===== config.mk =====
export PLATFORM = sky130hd
export DESIGN_NAME = seg7_scan_mux
export DESIGN_NICKNAME = d
export VERILOG_FILES = /design/src/rtl/seg7_scan_mux.sv
export SDC_FILE = /design/constraint.sdc
export NUM_CORES = 1
export LEC_CHECK = 0
export BUFFER_PORTS_ARGS = -buffer_cell sky130_fd_sc_hd__buf_2
export CELL_PAD_IN_SITES_DETAIL_PLACEMENT = 0
export CELL_PAD_IN_SITES_GLOBAL_PLACEMENT = 1
export CORE_UTILIZATION = 41
export CTS_CLUSTER_SIZE = 8
export DETAILED_ROUTE_END_ITERATION = 8
export PLACE_DENSITY = 0.73
export SLEW_MARGIN = 20
export SYNTH_ARGS = -nofsm -noshare
export SYNTH_HDL_FRONTEND = slang
export SYNTH_SLANG_ARGS = --single-unit

===== constraint.sdc =====
create_clock -name clk -period 2.5 [get_ports clk]
set_input_delay 0.125 -clock clk [delete_from_list [all_inputs] [get_ports clk]]
set_output_delay 0.125 -clock clk [all_outputs]
set_load 0.05 [all_outputs]

===== src/rtl/seg7_scan_mux.sv =====
// Time-multiplexed seven-segment scanner: one shared segment bus, one-hot anodes,
// frame-synchronous display update, leading-zero blanking and anode dead time.

// Per-digit decode plus the leading-zero chain link for that digit.
module seg7_lane #(
  parameter int LANE = 0
) (
  input  logic [3:0] digit,
  input  logic       upper_zero,
  input  logic       blank_en,
  output logic       zero_here,
  output logic [6:0] seg
);
  always_comb begin
    zero_here = upper_zero && (digit == 4'd0);
    case (digit)
      4'd0:    seg = 7'h3F;
      4'd1:    seg = 7'h06;
      4'd2:    seg = 7'h5B;
      4'd3:    seg = 7'h4F;
      4'd4:    seg = 7'h66;
      4'd5:    seg = 7'h6D;
      4'd6:    seg = 7'h7D;
      4'd7:    seg = 7'h07;
      4'd8:    seg = 7'h7F;
      4'd9:    seg = 7'h6F;
      default: seg = 7'h40;
    endcase
    // The least significant digit always shows, so "0" is never blank.
    if (blank_en && (LANE != 0) && zero_here) seg = 7'h00;
  end
endmodule

module seg7_scan_mux #(
  parameter int NUM_DIGITS     = 4,
  parameter int REFRESH_DIV    = 2500,
  parameter int DEAD_CYCLES    = 1,
  parameter int ACTIVE_LOW_SEG = 0,
  parameter int ACTIVE_LOW_AN  = 0
) (
  input  logic                      clk,
  input  logic                      reset,
  input  logic                      enable,
  input  logic                      load,
  input  logic [4*NUM_DIGITS-1:0]   value_in,
  input  logic [NUM_DIGITS-1:0]     dp_in,
  input  logic                      blank_lz,
  output logic [6:0]                segments,
  output logic                      dp,
  output logic [NUM_DIGITS-1:0]     anode,
  output logic                      frame_done
);
  localparam int PW = (REFRESH_DIV > 1) ? $clog2(REFRESH_DIV) : 1;
  localparam int IW = $clog2(NUM_DIGITS);
  // Inactive output levels; XOR with these maps active-high internals to pins.
  localparam logic [6:0]            SEG_OFF = (ACTIVE_LOW_SEG != 0) ? 7'h7F : 7'h00;
  localparam logic                  DP_OFF  = (ACTIVE_LOW_SEG != 0);
  localparam logic [NUM_DIGITS-1:0] AN_OFF  = (ACTIVE_LOW_AN != 0) ? '1 : '0;

  logic [PW-1:0]                    presc;
  logic [IW-1:0]                    idx;
  logic [NUM_DIGITS-1:0][3:0]       pend_val, disp_val;
  logic [NUM_DIGITS-1:0]            pend_dp, disp_dp;
  logic                             slot_end, frame_end, lit;
  logic [NUM_DIGITS-1:0]            onehot;
  logic [NUM_DIGITS:0]              zero_chain;
  logic [NUM_DIGITS-1:0][6:0]       lane_seg;

  assign slot_end  = enable && (int'(presc) == REFRESH_DIV - 1);
  assign frame_end = slot_end && (int'(idx) == NUM_DIGITS - 1);
  assign lit       = enable && (int'(presc) >= DEAD_CYCLES);

  always_comb begin
    onehot      = '0;
    onehot[idx] = 1'b1;
  end

  always_ff @(posedge clk) begin
    if (reset) begin
      presc    <= '0;
      idx      <= '0;
      pend_val <= '0;
      pend_dp  <= '0;
      disp_val <= '0;
      disp_dp  <= '0;
    end else begin
      if (load) begin
        pend_val <= value_in;
        pend_dp  <= dp_in;
      end
      if (slot_end) begin
        presc <= '0;
        idx   <= frame_end ? '0 : idx + 1'b1;
      end else if (enable) begin
        presc <= presc + 1'b1;
      end
      // A load on the boundary edge bypasses pending so it lands in this frame.
      if (frame_end) begin
        disp_val <= load ? value_in : pend_val;
        disp_dp  <= load ? dp_in    : pend_dp;
      end
    end
  end

  assign zero_chain[NUM_DIGITS] = 1'b1;

  for (genvar g = 0; g < NUM_DIGITS; g++) begin : g_lane
    seg7_lane #(.LANE(g)) u_lane (
      .digit      (disp_val[g]),
      .upper_zero (zero_chain[g+1]),
      .blank_en   (blank_lz),
      .zero_here  (zero_chain[g]),
      .seg        (lane_seg[g])
    );
  end

  // Segments and dp are forced off whenever no anode is driven (dead time,
  // disabled) so the bus never ghosts into the neighbouring digit.
  always_ff @(posedge clk) begin
    if (reset) begin
      anode      <= AN_OFF;
      segments   <= SEG_OFF;
      dp         <= DP_OFF;
      frame_done <= 1'b0;
    end else begin
      frame_done <= frame_end;
      if (lit) begin
        anode    <= onehot ^ AN_OFF;
        segments <= lane_seg[idx] ^ SEG_OFF;
        dp       <= disp_dp[idx] ^ DP_OFF;
      end else begin
        anode    <= AN_OFF;
        segments <= SEG_OFF;
        dp       <= DP_OFF;
      end
    end
  end
endmodule


==> metrics.md <==
| Metric | Value |
|---|---|
| Status | `finished, final reports clean` |
| Rel. slew slack | `around 56%` |
| Net Count, Synth | `545` |
| CTS Sinks | `95` |
| Synth top area share | `a little over two fifths` |
| Synth area leaders | `dfxtp_1 (42%), ha_1 (8.5%), mux2i_1 (7.3%), nor2_1 (5.5%), inv_1 (2.7%)` |
| Crit path kind | `register to register` |
| Total track usage | `17.2%` |
| Cells after synthesis | `489` |
| Crit Path Max Fanout | `40` |
| Die H | `107 µm` |
| Via Count | `3368` |
| Placed Area | `4930 µm²` |
| R2R cell count | `10` |
| I/O pin total | `38` |
| Cell area after layout | `5160 µm²` |
| Netlist cell types | `48` |
| Worst EP required | `2.74 ns` |
| NumNets Final | `586` |
| Hold/Removal Path Class | `input pin to register` |
| Synth Register Bits | `95` |
| Clock Path Buffers | `2` |
| Max Cap Viol | `0` |
| Area grow syn2layout | `13.7%` |
| Reg clk slew, reported paths | `0.09 ns` |
| CORE AREA | `10800 µm²` |
| Reg2reg setup slack | `0.16 ns` |
| CTS tree | `built` |
| Hold endpoint | `pend_dp[0]` |
| Die Footprint | `11500 µm²` |
| Post-synth top area cell | `dfxtp_1` |
| CP startpoint kind | `register` |
| Minimum clock period | `2.34 ns` |
| Port Buffer Count | `37` |
| Total gr overflow | `0` |
| Origin of the critical flop-to-flop path | `presc[1]` |
| Post-route ant nets | `0` |
| Worst path slowest cell | `dfxtp_2` |
| Final period utilization | `93.5%` |
| Post-Syn Area | `4540 µm²` |
| Root Buffer | `clkbuf_8` |
| Pleak | `0.00242 µW` |
| Peak VDD IR | `0.252 mV` |
| Row count | `38` |
| Slew Viols, Final | `0` |
| Via-to-Cell Ratio | `~5.0` |
| RePlAce Congestion | `0.814` |
| Final setup violation count | `0` |
| First-pass DRT Iterations | `4` |
| Die width | `107 µm` |
| Cts bufs inserted | `9` |
| Initial Util | `42.0%` |
| FF-to-FF End | `g_lane[0].u_lane.seg[5]` |
| Largest net degree at the start of global routing | `41` |
| Arrival @ worst endpoint | `2.58 ns` |
| Final hold violation count | `0` |
| Post-Route WL | `9280 µm` |
| H-tree level count | `3` |
| TNS Setup | `0 ns` |
| Unrepaired setup endpoints after global routing | `no` |
| Register area share after synthesis | `41.9%` |
| Vias in the first global route | `3228` |
| First-pass GRT wire length | `15400 µm` |
| CP cell instances | `ha_2 > and4_1 > nand4_4 > buf_12 > nor2_1 > a21oi_1 > or2_2 > ha_1 > a21boi_0 > o22ai_1` |
| Fmax | `428 MHz` |
| Power Density | `554 nW/µm²` |
| Initial antenna violation count | `0` |
| Layout Skew | `roughly 0.010 ns` |
| Hold_buf cts | `0` |
| Iter 0 DRT Violations | `186` |
| HPWL Detailed | `6860 µm` |
| Drc violations | `0` |
| Worst skew pair latency | `0.36 ns` |
| Share of post-route cells with drive strength above 1 | `16.5%` |
| Worst Tran Pin Value | `0.661 ns` |
| Syn_area_per_cell | `9.28 µm²` |
| Crit-path max cell delay | `0.38 ns` |
| CP endpoint kind | `register` |
| WHS Path Cells | `3` |
| Hold path start | `dp_in[0]` |
| Syn. warnings | `0` |
| Diode count | `0` |
| Filler instances | `1048` |
| WL per Instance | `13.8 µm` |
-- Yosys cell counts (all sizes together) --
cell type  count
a21boi         4
a21o           2
a21oi         22
a221o          7
a22oi          4
a31oi          1
a32oi          2
and2           5
and3          12
and3b          3
and4           1
buf            9
clkbuf        15
clkinv         1
dfxtp         95
ha            31
inv           34
mux2           6
mux2i         33
mux4           1
nand2         14
nand2b         5
nand3          9
nand3b         6
nand4          6
nor2          66
nor2b         17
nor3           6
nor3b          1
nor4           4
nor4b          1
nor4bb         4
o21a           5
o21ai          4
o21bai         4
o22ai         18
o311ai         7
o32a           1
or2            4
or3            4
or3b           4
xnor2          5
xor2           6
-- layout by cell type, fill, tap and decap left out, types with 14 or more instances in the layout --
cell,instances
ha_1,30
mux2i_1,32
a21oi_1,22
o22ai_1,18
nand2_1,14
buf_2,37
nor2_1,66
dfxtp_1,94
inv_1,33
nor2b_1,17
buf_4,15
-- cell families after synthesis --
| logic type | after synthesis | share of synthesized area (%) |
|---|---|---|
| AOI/OAI and AO/OA | 81 | 12.1 |
| xor gates and xnor gates | 11 | 2.12 |
| adders and majority gates | 31 | 8.55 |
| buffers and inverters | 59 | 5.27 |
| DFF | 95 | 41.9 |
| muxes | 40 | 9.43 |
| and+or+nand+nor | 172 | 20.6 |
-- worst max path at each step --
stage,depth (start not counted),to,slack [ns],startpoint
after global placement,9,register,0.15,presc[1]
final,10,g_lane[0].u_lane.seg[5],0.16,presc[1]
after floorplan,11,register,0.06,presc[0]
after detailed placement,9,register,0.06,presc[1]
after CTS,9,register,0.03,presc[1]
after global routing,10,g_lane[0].u_lane.seg[5],0.002,presc[1]
-- report_power, final --
group | internal [µW] | switching (µW) | total, µW | leakage, µW
clock network | 583 | 523 | 1110 | 0.000105
registers | 1540 | 14.3 | 1560 | 0.000772
logic | 73.8 | 122 | 196 | 0.00154
total | 2200 | 659 | 2860 | 0.00242
-- worst max-delay path: cells and delay by family (launching register included) --
kind	cells	cell delay, ns
adders and majority gates	2	0.43
buffers and inverters	1	0.22
and+or+nand+nor	4	0.85
AOI/OAI and AO/OA	3	0.33
DFF	1	0.38
-- final cells by class --
type                       count  area, µm²  area share, %
tap                          140        175           3.39
sequential                    95       1900           36.9
timing repair buffer          54        338           6.55
clock inverter                 3       68.8           1.33
multi-input combinational    335       2400           46.6
clock buffer                  11        141           2.74
inverter                      35        131           2.55
-- per-stage QoR --
step / utilization [%] / std cells / setup slack, ns / hold slack [ns] / total power (µW)
final: 47.8 / 673 / 0.163 / 0.0278 / 2860
after global routing: 47.8 / 673 / 0.00222 / 0.0364 / 2980
after CTS: 47.7 / 672 / 0.0298 / 0.0226 / 2900
after detailed placement: 45.7 / 658 / 0.0562 / 0.401 / 1790
after global placement: 45.7 / 658 / 0.152 / 0.392 / 1790
after floorplan: - / 489 / 0.0598 / 0.292 / 1730
-- layer usage --
metal,track usage [%],up-vias,part of all wire [%],wire length [µm]
li1,-,1770,-,-
met1,23.9,1524,54,4970
met2,26.0,63,41,3800
met3,2.74,11,3.5,328
met4,8.22,0,2.0,184
met5,0,-,0,0
-- timing repair --
| action | CTS | global route |
|---|---|---|
| resized for setup | 0 | 3 |
| endpoints found under the setup margin | 0 | 7 |
| buffers inserted | 0 | 1 |
Power figures use the tool's default switching activity.
